File: src/rtl/uart_out_if.sv
// Byte handshake between a byte source and the uart_out transmitter.
interface uart_out_if;
   logic [7:0] byte_in;
   logic       valid;
   logic       ready;

   modport master (output byte_in, output valid, input ready);
   modport slave  (input byte_in, input valid, output ready);
endinterface

File: src/rtl/uart_out.sv
// uart_out: FIFO-buffered UART transmitter sending LSB-first 8N1 frames on uart_tx.
// Define UART_OUT_PARITY_EN to add a parity bit after the data (PARITY_ODD selects odd).
module uart_out #(
   parameter int CLK_HZ     = 27000000,
   parameter int BAUD       = 115200,
   parameter int FIFO_DEPTH = 4,
   parameter int STOP_BITS  = 1
`ifdef UART_OUT_PARITY_EN
   ,
   parameter int PARITY_ODD = 0
`endif
) (
   input  logic                        clk,
   input  logic                        rst,
   uart_out_if.slave                   bus,
   output logic                        uart_tx,
   output logic                        busy,
   output logic [$clog2(FIFO_DEPTH):0] level
);
   localparam int CLKS_PER_BIT = CLK_HZ / BAUD;
   localparam int PW           = $clog2(FIFO_DEPTH);
   localparam int LW           = PW + 1;
   localparam int STOP_CLKS    = STOP_BITS * CLKS_PER_BIT;
   localparam int CW           = $clog2(STOP_CLKS + 1);
   localparam logic [CW-1:0] BIT_LAST  = CW'(CLKS_PER_BIT - 1);
   localparam logic [CW-1:0] STOP_LAST = CW'(STOP_CLKS - 1);

   typedef enum logic [2:0] {
      S_IDLE,
      S_START,
      S_DATA,
      S_STOP
`ifdef UART_OUT_PARITY_EN
      ,
      S_PARITY
`endif
   } state_t;

   logic [7:0]    mem [FIFO_DEPTH];
   logic [PW-1:0] wr_ptr_reg;
   logic [PW-1:0] rd_ptr_reg;
   logic [LW-1:0] level_reg;
   logic          push;
   logic          pop;
   logic          empty;
   logic          full;
   logic [7:0]    head;

   state_t        state_reg, state_next;
   logic [CW-1:0] cnt_reg, cnt_next;
   logic [2:0]    idx_reg, idx_next;
   logic [7:0]    shift_reg, shift_next;
   logic          tx_reg, tx_next;
`ifdef UART_OUT_PARITY_EN
   logic          parity_reg, parity_next;
   logic          head_parity;

   assign head_parity = (PARITY_ODD != 0) ? ~^head : ^head;
`endif

   assign empty     = (level_reg == '0);
   assign full      = (level_reg == LW'(FIFO_DEPTH));
   assign bus.ready = !full && !rst;
   assign push      = bus.valid && bus.ready;
   assign head      = mem[rd_ptr_reg];

   assign uart_tx = tx_reg;
   assign busy    = (state_reg != S_IDLE) || !empty;
   assign level   = level_reg;

   always_ff @(posedge clk) begin
      if (push) begin
         mem[wr_ptr_reg] <= bus.byte_in;
      end
   end

   always_ff @(posedge clk) begin
      if (rst) begin
         wr_ptr_reg <= '0;
         rd_ptr_reg <= '0;
         level_reg  <= '0;
      end else begin
         if (push) begin
            wr_ptr_reg <= wr_ptr_reg + 1'b1;
         end
         if (pop) begin
            rd_ptr_reg <= rd_ptr_reg + 1'b1;
         end
         if (push && !pop) begin
            level_reg <= level_reg + 1'b1;
         end else if (!push && pop) begin
            level_reg <= level_reg - 1'b1;
         end
      end
   end

   always_ff @(posedge clk) begin
      if (rst) begin
         state_reg  <= S_IDLE;
         cnt_reg    <= '0;
         idx_reg    <= '0;
         shift_reg  <= '0;
         tx_reg     <= 1'b1;
`ifdef UART_OUT_PARITY_EN
         parity_reg <= 1'b0;
`endif
      end else begin
         state_reg  <= state_next;
         cnt_reg    <= cnt_next;
         idx_reg    <= idx_next;
         shift_reg  <= shift_next;
         tx_reg     <= tx_next;
`ifdef UART_OUT_PARITY_EN
         parity_reg <= parity_next;
`endif
      end
   end

   // tx_next is the level the line takes after this edge, so every state
   // transition also loads the first bit of the state being entered.
   always_comb begin
      state_next  = state_reg;
      cnt_next    = cnt_reg + 1'b1;
      idx_next    = idx_reg;
      shift_next  = shift_reg;
      tx_next     = tx_reg;
      pop         = 1'b0;
`ifdef UART_OUT_PARITY_EN
      parity_next = parity_reg;
`endif
      case (state_reg)
         S_IDLE: begin
            tx_next  = 1'b1;
            cnt_next = '0;
            if (!empty) begin
               pop         = 1'b1;
               shift_next  = head;
               tx_next     = 1'b0;
               state_next  = S_START;
`ifdef UART_OUT_PARITY_EN
               parity_next = head_parity;
`endif
            end
         end
         S_START: begin
            if (cnt_reg == BIT_LAST) begin
               cnt_next   = '0;
               idx_next   = '0;
               tx_next    = shift_reg[0];
               state_next = S_DATA;
            end
         end
         S_DATA: begin
            if (cnt_reg == BIT_LAST) begin
               cnt_next = '0;
               if (idx_reg == 3'd7) begin
`ifdef UART_OUT_PARITY_EN
                  tx_next    = parity_reg;
                  state_next = S_PARITY;
`else
                  tx_next    = 1'b1;
                  state_next = S_STOP;
`endif
               end else begin
                  idx_next   = idx_reg + 1'b1;
                  shift_next = {1'b0, shift_reg[7:1]};
                  tx_next    = shift_reg[1];
               end
            end
         end
`ifdef UART_OUT_PARITY_EN
         S_PARITY: begin
            if (cnt_reg == BIT_LAST) begin
               cnt_next   = '0;
               tx_next    = 1'b1;
               state_next = S_STOP;
            end
         end
`endif
         S_STOP: begin
            if (cnt_reg == STOP_LAST) begin
               cnt_next = '0;
               // Chain straight into the next start bit so queued frames have no gap.
               if (!empty) begin
                  pop         = 1'b1;
                  shift_next  = head;
                  tx_next     = 1'b0;
                  state_next  = S_START;
`ifdef UART_OUT_PARITY_EN
                  parity_next = head_parity;
`endif
               end else begin
                  tx_next    = 1'b1;
                  state_next = S_IDLE;
               end
            end
         end
         default: begin
            cnt_next   = '0;
            tx_next    = 1'b1;
            state_next = S_IDLE;
         end
      endcase
   end
endmodule

File: src/flat_wrapper.sv
// flat-port wrapper written by rule: the top's interface ports become plain ports
module uart_out_flat 
#(
   parameter int CLK_HZ     = 27000000,
   parameter int BAUD       = 115200,
   parameter int FIFO_DEPTH = 4,
   parameter int STOP_BITS  = 1

)
  (clk, rst, uart_tx, busy, level, bus_byte_in, bus_valid, bus_ready);
  uart_out_if bus_i ();
  input  logic clk;
  input  logic rst;
  output logic uart_tx;
  output logic busy;
  output logic [$clog2(FIFO_DEPTH):0] level;
  input wire logic [$bits(bus_i.byte_in)-1:0] bus_byte_in;
  input wire logic [$bits(bus_i.valid)-1:0] bus_valid;
  output wire logic [$bits(bus_i.ready)-1:0] bus_ready;
  assign bus_i.byte_in = bus_byte_in;
  assign bus_i.valid = bus_valid;
  assign bus_ready = bus_i.ready;
  uart_out #(.CLK_HZ(CLK_HZ), .BAUD(BAUD), .FIFO_DEPTH(FIFO_DEPTH), .STOP_BITS(STOP_BITS)) u_core (.clk(clk), .rst(rst), .bus(bus_i), .uart_tx(uart_tx), .busy(busy), .level(level));
endmodule
File: config.mk
export PLATFORM = sky130hd
export DESIGN_NAME = uart_out_flat
export DESIGN_NICKNAME = d
export VERILOG_FILES = /design/src/rtl/uart_out_if.sv /design/src/rtl/uart_out.sv /design/src/flat_wrapper.sv
export SDC_FILE = /design/constraint.sdc
export NUM_CORES = 1
export LEC_CHECK = 0
export CAP_MARGIN = 10
export CORE_AREA = 2 2 93 95
export DETAILED_ROUTE_END_ITERATION = 6
export DIE_AREA = 0 0 95 97
export RECOVER_POWER = 25
export SKIP_CTS_REPAIR_TIMING = 1
export SLEW_MARGIN = 20
export SYNTH_ARGS = -nofsm -noshare
export SYNTH_HDL_FRONTEND = slang
export SYNTH_SLANG_ARGS = --single-unit
File: constraint.sdc
create_clock -name clk -period 5.7 [get_ports clk]
set_input_delay 0.57 -clock clk [delete_from_list [all_inputs] [get_ports clk]]
set_output_delay 0.57 -clock clk [all_outputs]
set_load 0.03 [all_outputs]
==> flow_summary.json <==
{
  "cellLeakagePower_nw": 1.12,
  "clk_path_buf_depth": 2,
  "port_buffers": 16,
  "tns_ns": 0,
  "clk-insertion-delay-late_ns": 0.34,
  "fin_nets": 279,
  "slowest_stage": "a211oi_2",
  "cts.sinks": 63,
  "synth_most_common_cell": "edfxtp_1",
  "syn_to_final_growth_pct": 16.8,
  "cp.required_ns": 5.97,
  "grt_start_max_net_pins": 25,
  "period_minus_slack_ns": 2.65,
  "synth_area_leaders": "edfxtp_1, dfxtp_1, ha_1, mux2i_1, nor2_1",
  "synth_edf_count": 32,
  "netlist_top_cells_count": "edfxtp_1, dfxtp_1, mux2i_1, nor2_1, nand2_1",
  "h-tree-depth": 3,
  "worstPathMaxFanout": 24,
  "die_y_um": 97,
  "period_share_pct": 46.5,
  "final_area_um2": 3270,
  "worst_pin_slew_ns": 0.866,
  "yosys_warnings": 0,
  "cts_root_buf": "clkbuf_8",
  "placementRows": 33,
  "clock.fmax_ghz": 0.377,
  "die_w_um": 95,
  "crit_chain": "clkdlybuf4s50_1, buf_4, a211oi_2, ha_1, inv_1, fa_1, xor2_1, or3_1, a21oi_1",
  "synth_top_area_share_pct": 34.3,
  "postRouteAntennaNets": 0,
  "async_flop_share_pct": 0,
  "grtUsageMet3_pct": 3.35,
  "yosysSeqAreaShare_pct": 56.5,
  "dpl_cell_area_um2": 3050,
  "drive_above_1_share_pct": 11.2,
  "start_util_pct": 34.4,
  "grt_pass1_vias": 1830,
  "slowest_delay_ns": 0.41,
  "largest_reg_flops": 32,
  "core_um2": 8130,
  "syn_area_per_cell_um2": 11.9,
  "hold_viol": 0,
  "cts.clk_slew.worst_paths_ns": 0.07,
  "syn_nets": 261,
  "crit_path_end_kind": "register",
  "cts-buffers-inserted": 9,
  "firstDrtPassIters": 4,
  "viasPerCell": 4.88,
  "report.final.slew_viol_count": 0,
  "diodes": 0,
  "skew_ns": 0.0108,
  "use_met1_pct": 16.7,
  "synthDistinctLibCells": 48,
  "grt_use_met2_pct": 17.9,
  "grt_pass1_wl_um": 8650,
  "drt_iter0_drc": 92,
  "grt_usage_pct": 12.4,
  "die_area_um2": 9220,
  "io_pins": 17,
  "wl_per_cell_um": 13.6,
  "path_class": "in2reg",
  "crit_buf_inv": 3,
  "ir_drop_uv": 199,
  "global_route.peak_usage_layer": "met2",
  "synth-main-ff-cell": "edfxtp_1",
  "synth-seq-cells": 63,
  "grt.overflow.total": 0,
  "relSlewSlack_pct": 42.2,
  "worstHoldPathType": "reg2reg",
  "cp_data_arrival_time_ns": 2.92,
  "cts_tree": "yes",
  "path_delay_family": "buffers and inverters",
  "cap_viol_max_count": 0,
  "drt_wl_total_um": 4940,
  "antenna_found_initial": 0,
  "cp-start-kind": "primary input",
  "num_vias": 1773,
  "rsz0062_at_grt": "no",
  "status": "finished clean",
  "drcViolationCount": 0,
  "syn-cell-area_um2": 2800,
  "p_per_area_nw_per_um2": 426,
  "yosys.area.top_type": "edfxtp_1",
  "synthCells": 235,
  "place_hpwl_um": 3330,
  "routabilityCongestion": 0.723,
  "setup_viol": 0
}
==> layer usage <==
layer  vias to the layer above  share of wire (%)
li1                        884                  -
met1                       841                 48
met2                        37                 46
met3                        11                3.4
met4                         0                2.7
met5                         -                  0
==> worst register-to-register path, stage by stage, from the launching register on <==
cell and delay [ns]:
dfxtp_1 0.34, inv_1 0.05, ha_1 0.17, and4_4 0.16, a31oi_1 0.31, or3_2 0.20, ha_1 0.17, inv_1 0.06
fa_1 0.37, xor2_1 0.17, or3_1 0.31, a21oi_1 0.14
==> power by group <==
| group | switching [W] | leakage, nW | internal (W) |
|---|---|---|---|
| Sequential | 0.0000490 | 0.544 | 0.000534 |
| Clock | 0.000178 | 0.105 | 0.000246 |
| Combinational | 0.000217 | 0.467 | 0.000170 |
| Total | 0.000444 | 1.12 | 0.000950 |
==> worst paths after layout <==
| kind | start | endpoint | slack, ns | cells past startpoint |
|---|---|---|---|---|
| max | rst | u_core.level[2]$_SDFFE_PP0P_ | 3.05 | 9 |
| min | u_core.shift_reg[3]$_SDFFE_PP0P_ | u_core.shift_reg[3]$_SDFFE_PP0P_ | 0.46 | 2 |
| max reg2reg | u_core.cnt_reg[1]$_SDFF_PP0_ | u_core.level[2]$_SDFFE_PP0P_ | 3.17 | 11 |
| min reg2reg | u_core.shift_reg[3]$_SDFFE_PP0P_ | u_core.shift_reg[3]$_SDFFE_PP0P_ | 0.46 | 2 |
==> final cells by class <==
| class | count | area [µm²] |
|---|---|---|
| clock buffer | 9 | 124 |
| clock inverter | 7 | 97.6 |
| fill | 758 | 4860 |
| inverter | 15 | 56.3 |
| multi-input combinational | 147 | 1110 |
| sequential | 63 | 1580 |
| tap | 105 | 131 |
| timing repair buffer | 17 | 168 |
==> cells by family (layout without fill, tap and decap cells) <==
kind of cell | Yosys count | in the layout | synth area share [%]
flip-flops | 63 | 63 | 56.5
XOR/XNOR | 9 | 9 | 2.82
AO/OA/AOI/OAI | 36 | 36 | 9.57
buffers and inverters | 25 | 48 | 3.80
adder cells (fa/ha/maj) | 15 | 15 | 6.97
AND/OR/NAND/NOR | 68 | 68 | 13.1
multiplexers | 19 | 19 | 7.29
==> layout by cell type (no fill, tap or decap), types with 2 or more instances in the layout <==
cell type	instances
o31ai_1	2
edfxtp_1	32
o21ai_0	3
mux2i_1	17
a211oi_1	8
nor2b_1	2
and2_1	5
or3_1	2
inv_1	15
o221ai_1	7
clkinv_4	2
clkdlybuf4s50_1	9
nor2_1	17
xor2_1	5
dlygate4sd3_1	7
nand3_1	2
nor3_1	9
a32oi_1	2
clkinvlp_4	2
clkbuf_8	9
bufinv_16	2
nand2_1	16
dfxtp_1	31
xnor2_1	4
a21oi_1	7
ha_1	14
==> metrics by stage <==
step | instances | power (W) | utilization, % | setup WS (ns) | hold WS (ns)
global route | 363 | 0.00149 | 40.2 | 2.86 | 0.487
floorplan | 235 | 0.000887 | - | 3.25 | 0.430
CTS | 363 | 0.00142 | 40.2 | 3.04 | 0.461
finish | 363 | 0.00139 | 40.2 | 3.05 | 0.460
global placement | 347 | 0.000979 | 37.5 | 2.77 | 0.445
detailed placement | 347 | 0.000985 | 37.5 | 2.69 | 0.448
Note: power is estimated with default switching activity, not from simulation.
